## config.mk

```make
export PLATFORM = sky130hd
export DESIGN_NAME = modbus_req_rx
export DESIGN_NICKNAME = d
export VERILOG_FILES = /design/src/rtl/modbus_req_rx.sv
export SDC_FILE = /design/constraint.sdc
export NUM_CORES = 1
export LEC_CHECK = 0
export CAP_MARGIN = 10
export CORE_MARGIN = 1
export CORE_UTILIZATION = 52
export DETAILED_ROUTE_END_ITERATION = 8
export GPL_TIMING_DRIVEN = 0
export PLACE_DENSITY = 0.73
export SLEW_MARGIN = 20
export SYNTH_ARGS = -nofsm -noshare
export SYNTH_HDL_FRONTEND = slang
export SYNTH_SLANG_ARGS = --single-unit
```

## constraint.sdc

```tcl
create_clock -name clk_in -period 4.9 [get_ports clk_in]
set_clock_uncertainty 0.2 [all_clocks]
set_input_delay 0.735 -clock clk_in [delete_from_list [all_inputs] [get_ports clk_in]]
set_output_delay 0.735 -clock clk_in [all_outputs]
set_load 0.005 [all_outputs]
```

## src/rtl/modbus_req_rx.sv

```systemverilog
// rtl/modbus_req_rx.sv - Modbus RTU slave request receiver: t1.5/t3.5 framing, address, length and CRC-16 checks
module modbus_req_rx #(
  parameter int          CLK_FREQ  = 50000000,
  parameter int          BAUD_RATE = 9600,
  parameter logic [7:0]  SADDR     = 8'h01,
  parameter int          MAX_LEN   = 8
) (
  input  logic        clk_in,
  input  logic        rst_in,
  input  logic        rx_byte_valid,
  input  logic [7:0]  rx_byte,
  output logic        rx_busy,
  output logic        frame_valid,
  output logic [7:0]  func_code,
  output logic [15:0] start_addr,
  output logic [15:0] word_data,
  output logic        frame_err,
  output logic [1:0]  err_code
);

  localparam int          BIT_CLKS  = CLK_FREQ / BAUD_RATE;
  localparam int          T15       = BIT_CLKS * 165 / 10;
  localparam int          T35       = BIT_CLKS * 385 / 10;
  localparam logic [23:0] T15_C     = 24'(T15);
  localparam logic [23:0] T35_C     = 24'(T35);
  localparam logic [7:0]  MAX_LEN_C = 8'(MAX_LEN);
  localparam int          IDXW      = (MAX_LEN > 1) ? $clog2(MAX_LEN) : 1;

  localparam logic [2:0] ST_INIT  = 3'd0;
  localparam logic [2:0] ST_IDLE  = 3'd1;
  localparam logic [2:0] ST_RECV  = 3'd2;
  localparam logic [2:0] ST_GAP   = 3'd3;
  localparam logic [2:0] ST_CHECK = 3'd4;

  logic [2:0]  state;
  logic [23:0] silence;
  logic [7:0]  count;
  logic [15:0] crc;
  logic        gap_bad;
  logic [7:0]  frame_buf [MAX_LEN];

  // CRC-16/Modbus, reflected polynomial, one whole byte per call
  function automatic logic [15:0] crc_upd(input logic [15:0] c, input logic [7:0] b);
    logic [15:0] r;
    r = c ^ {8'h00, b};
    for (int i = 0; i < 8; i++) begin
      r = r[0] ? ((r >> 1) ^ 16'hA001) : (r >> 1);
    end
    return r;
  endfunction

  assign rx_busy = (state == ST_RECV) || (state == ST_GAP);

  always_ff @(posedge clk_in or posedge rst_in) begin
    if (rst_in) begin
      state       <= ST_INIT;
      silence     <= 24'd0;
      count       <= 8'd0;
      crc         <= 16'hFFFF;
      gap_bad     <= 1'b0;
      frame_valid <= 1'b0;
      frame_err   <= 1'b0;
      err_code    <= 2'd0;
      func_code   <= 8'd0;
      start_addr  <= 16'd0;
      word_data   <= 16'd0;
      for (int i = 0; i < MAX_LEN; i++) begin
        frame_buf[i] <= 8'd0;
      end
    end else begin
      frame_valid <= 1'b0;
      frame_err   <= 1'b0;

      if (rx_byte_valid) begin
        silence <= 24'd0;
      end else if (silence != 24'hFFFFFF) begin
        silence <= silence + 24'd1;
      end

      case (state)
        ST_INIT: begin
          if (silence >= T35_C) begin
            state <= ST_IDLE;
          end
        end

        ST_IDLE, ST_CHECK: begin
          if (rx_byte_valid) begin
            frame_buf[0] <= rx_byte;
            count        <= 8'd1;
            crc          <= crc_upd(16'hFFFF, rx_byte);
            gap_bad      <= 1'b0;
            state        <= ST_RECV;
          end else begin
            state <= ST_IDLE;
          end
        end

        ST_RECV, ST_GAP: begin
          if (rx_byte_valid) begin
            if (count < MAX_LEN_C) begin
              frame_buf[count[IDXW-1:0]] <= rx_byte;
            end
            if (count != 8'hFF) begin
              count <= count + 8'd1;
            end
            crc <= crc_upd(crc, rx_byte);
            if (state == ST_GAP) begin
              gap_bad <= 1'b1;
            end
          end else if (state == ST_RECV) begin
            if (silence >= T15_C) begin
              state <= ST_GAP;
            end
          end else if (silence >= T35_C) begin
            // Verdict is registered on entry to CHECK so the pulse and fields appear together
            state <= ST_CHECK;
            if (frame_buf[0] == SADDR) begin
              if (count != 8'd8) begin
                frame_err <= 1'b1;
                err_code  <= 2'd2;
              end else if (gap_bad) begin
                frame_err <= 1'b1;
                err_code  <= 2'd3;
              end else if (crc != 16'h0000) begin
                frame_err <= 1'b1;
                err_code  <= 2'd1;
              end else begin
                frame_valid <= 1'b1;
                func_code   <= frame_buf[1];
                start_addr  <= {frame_buf[2], frame_buf[3]};
                word_data   <= {frame_buf[4], frame_buf[5]};
              end
            end
          end
        end

        default: state <= ST_INIT;
      endcase
    end
  end

endmodule

```

# After elaboration in Yosys (flattened, before gate mapping)
# Index checks and enable logic that the tools add are counted.
# Widths: inputs -> output; s select.
# totals
ff_bits	160
output_inout_bits	45
input_bits	11
# classes
n_eq_ne	17
bitwise	24
n_mux	62
reduce_logical	17
magnitude_cmp	5
add_sub_neg	2
# op_table
operator	count
$mux 16	18
$mux 64	2
$bwmux 64	1
$mux 24	2
$not 2->3	16
$mux 8	5
$pmux 16 s2	1
$pmux 8 s2	2
$add 24x1->24 const B	1
$demux 8 s3	1
$ge 24x17->1 const B	1
$ge 24x18->1 const B	1
$ne 24x24->1 const B	1
$mux 1	19
$not 8->16	1
$reduce_and 4->1	4
$reduce_bool 16->1	1
$xor 16x8->16	1
$mux 3	5
$ne 2x2->1 const B	7
$pmux 3 s3	1
$add 8x1->8 const B	1
$eq 8x1->1 const B	1
$lt 8x4->1 const B	1
other kinds (21)	33

# Longest topological paths before layout
# depth
ltp_word	19
ltp_mapped	9
depth_no_buf	7

# Worst setup path before layout
# Ideal clock, no wire load.
# synth_timing
path_type	reg-to-reg
startpoint	reg count[4]
endpoint	reg func_code[0]
t_required_ns	4.575
setup_ns	0.125
n_path_buf	1
arrival_time_ns	2.258
slack_ns	2.317
period_less_slack_ns	2.583
stages_incl_launch_ff	8
cell_sequence	dfrtp_1 or4_1 or4b_4 nor2_4 nand2_4 nor2_8 buf_12 mux2_4
# synth_between
elab_chain_cells	3
# synth_rtl
item	line_no	text
from (decl)	37	logic [7:0] count;
from (signal assigned)	105	count <= count + 8'd1;
$ne 8x4->1	119	if (count != 8'd8) begin
$not 1->1 (no line)	n/a	
$reduce_and 8->1 (no line)	n/a	
to (signal assigned)	130	func_code <= frame_buf[1];
to (decl)	14	output logic [7:0] func_code,
# Every way passes these cells.
# A chain may end at the register's enable or synchronous reset.

# Final worst setup path
# layout_timing
startpoint	reg state[2]
endpoint	out rx_busy
# layout_between
elab_chain_cells	2
elab_cells_between_ends	3
cone_classes	eq/ne: 2; reduce/logical: 1
# layout_rtl
item	line_no	text
from (decl)	35	logic [2:0] state;
from (signal assigned)	56	state <= ST_INIT;
from (signal assigned)	83	state <= ST_IDLE;
from (signal assigned)	93	state <= ST_RECV;
$eq 3x2->1	52	assign rx_busy = (state == ST_RECV) || (state == ST_GAP);
$logic_or 1x1->1 (*)	52	
to (decl)	12	output logic rx_busy,
# Mark *: on every way between the ends. The rest lies on a longest branch, timed or not.

==> results.cfg <==
[worst_setup_path]
path_max_fanout = 10
crit_family = buffers and inverters
start_kind = register
criticalPathCategory = reg -> out
crit_slowest_cell = clkdlybuf4s50_1
cp_num_buf_inv = 5
cp_data_required_time_ns = 3.96
end_kind = primary output
cpMostUsedCell = clkbuf_1
path_cells = clkbuf_1 -> nand2b_1 -> buf_2 -> inv_2 -> clkbuf_1 -> clkdlybuf4s50_1
critPathArrivalTime_ns = 2.53
crit_path_max_incr_delay_ns = 0.61

[power]
p_sw_share_pct = 28.9
combPwrFrac_pct = 23.4
power_switching_mw = 1.11
powerDensity_nw_per_um2 = 476
clockPowerShare_pct = 32.7
leakage_nw = 3.62
p_int_mw = 2.74
pwr-share-seq_pct = 43.9
peakVddDrop_v = 0.000356
power_mw = 3.86

[cts]
clkLatencyLatePin_ns = 0.42
cts.path.max_buffers = 2
cts_tree = done
cts-htree-levels = 4
cts.repair.resized = 0
cts-buffers-inserted = 17
cts_sinks = 144
cts_hold_buffers = 0
clkTransAtPathRegs_ns = 0.06
cts_root_buffer = clkbuf_16
cts_setup_buffers = 0

[logic_synthesis]
synth.yosys.seq_area_share_pct = 53.3
synth_ff_type = dfrtp_1
netlist-cell-type-count = 52
synth_nets = 583
synth_top_area_cell = dfrtp_1
yosys.area.top_type_share_pct = 47.1
synth_edf_count = 0
ys_async_sr_fraction_pct = 100
yosys_warnings = 0
synthCells = 568
syn_avg_cell_area_sq_um = 12.0
ys_ff_latch = 144
yosys-top-cells-area = dfrtp_1, mux2_4, dfstp_2
synth_area_sq_um = 6800

[global_route]
grt_pass1_vias = 4704
overflow = 0
grt_pass1_wl_microns = 23200
antenna_found_initial = 0
track_usage_pct = 22.9
grt_max_degree = 85

[timing]
rsz0062_at_grt = no
setup-violations-final = 0
slew_headroom_pct = 37.3
finalHoldViolCount = 0
finalSetupTns_ns = 0
finalCriticalPeriod_ns = 3.47
fmax_ghz = 0.288
slew_viol_final = 0
post-route-period-util_pct = 70.8
worst_pin_slew_ns = 0.928

[floorplanning]
die_area_sq_um = 13500
ios = 56
die_h_microns = 116
fp-row-count = 41
start_util_pct = 53.7
core-area_sq_um = 12700
die_w_microns = 116

[placed_design]
dpl.hpwl_microns = 9350
gp_congestion = 0.839
placed_cell_area_sq_um = 7520
dp.cells = 788
numPortBuffers = 47

[final_layout]
final_cell_mix = dfrtp_1, nor2_1, clkdlybuf4s50_1, nand2_1, mux2_4
layout-drive-gt1-share_pct = 21.0
final_core_util_pct = 63.9
syn_to_final_growth_pct = 19.2
mostFrequentLayoutCell = dfrtp_1
nets = 650
n_antenna_cell = 0
instances_no_fill = 820
final_area_sq_um = 8100

[outcome]
status = complete, no violations

[detailed_routing]
routed_wl_microns = 13900
vias = 4502
first_iter_violations = 232
postRouteAntennaNets = 0
drc_errors = 0
drtPass1Iterations = 5
viasPerCell = 5.49
wl_per_cell_microns = 17.0

[flow_run]
drv_cap = 0

[min_path]
hp-class = reg -> reg
worst reg2reg max path: cells and delay by family (launching register included):
| kind | cells | cell delay, ns |
|---|---|---|
| mux | 1 | 0.31 |
| simple gates | 5 | 1.53 |
| buf+inv | 1 | 0.19 |
| flops | 1 | 0.42 |
flip-flops by register name (all words and copies together), names as in the netlist:
register,count
func_code,8
crc,16
word_data,16
start_addr,16
frame_err,1
frame_buf,48
frame_valid,1
gap_bad,1
state,3
silence,24
err_code,2
count,8
layer usage:
| layer | vias up | global-route usage [%] | part of all wire [%] |
|---|---|---|---|
| met5 | - | 0 | 0 |
| met1 | 2274 | 29.7 | 46 |
| met2 | 111 | 36.6 | 48 |
| met4 | 0 | 7.44 | 1.2 |
| met3 | 19 | 7.21 | 5.1 |
| li1 | 2098 | - | - |
Yosys cell counts, types with 2 or more instances:
master,number
a21oi_1,9
a31oi_1,3
and2_1,4
and3_1,10
and4_1,3
buf_1,4
buf_12,4
buf_2,4
clkbuf_1,18
dfrtp_1,128
dfstp_2,16
ha_1,4
inv_1,12
mux2_1,6
mux2_2,34
mux2_4,40
mux2i_1,4
nand2_1,46
nand2b_1,3
nand3_1,21
nand4_1,9
nor2_1,49
nor3_1,3
nor4_1,9
o21a_1,3
o21ai_0,27
o21ai_1,2
o22a_1,6
or3_1,2
or4_1,6
xnor2_1,29
xnor3_1,3
xor2_1,28
logic make-up (layout without fill, tap and decap cells):
group	after synthesis	after routing	synth area share [%]
xor+xnor	60	60	8.33
buf+inv	43	123	3.40
mux	84	84	16.0
compound gates	61	61	5.54
flops	144	144	53.3
fa+ha+maj	4	4	0.736
simple gates	172	172	12.7
metrics by stage:
stage | worst slack [ns] | hold WS, ns
2_1_floorplan | 0.125 | 0.242
3_3_place_gp | -1.72 | 0.263
3_5_place_dp | 1.91 | 0.271
4_1_cts | 1.42 | 0.284
5_1_grt | 1.32 | 0.313
6_report | 1.43 | 0.282
final timing paths:
| path | start | end | slack (ns) | cells past startpoint |
|---|---|---|---|---|
| setup / recovery | state[2]$_DFFE_PP0P_ | rx_busy | 1.43 | 6 |
| hold / removal | frame_buf[58]$_DFFE_PP0P_ | frame_buf[58]$_DFFE_PP0P_ | 0.28 | 2 |
| setup reg to reg | count[4]$_DFFE_PP0P_ | start_addr[9]$_DFFE_PP0P_ | 2.14 | 7 |
| hold reg to reg | frame_buf[58]$_DFFE_PP0P_ | frame_buf[58]$_DFFE_PP0P_ | 0.28 | 2 |
| max in group asynchronous | rst_in | crc[1]$_DFFE_PP1P_ | 3.19 | 3 |
| min in group asynchronous | rst_in | count[3]$_DFFE_PP0P_ | 0.54 | 2 |
cell type report:
cell class | count | area, sq um
fill | 980 | 4570
timing repair buffer | 48 | 498
clock buffer | 20 | 447
tap | 172 | 215
inverter | 13 | 56.3
multi-input combinational | 381 | 2950
clock inverter | 12 | 135
sequential | 144 | 3620
buffer | 30 | 183
power groups by stage:
stage	clock, mW	sequential, mW	combinational (mW)
final	1.26	1.69	0.902
after global routing	1.35	1.72	1.00
after CTS	1.28	1.69	0.908
after detailed placement	0	1.71	0.900
after global placement	0	1.69	0.857
after floorplan	0	1.65	0.763
(Power assumes the default switching activity.)
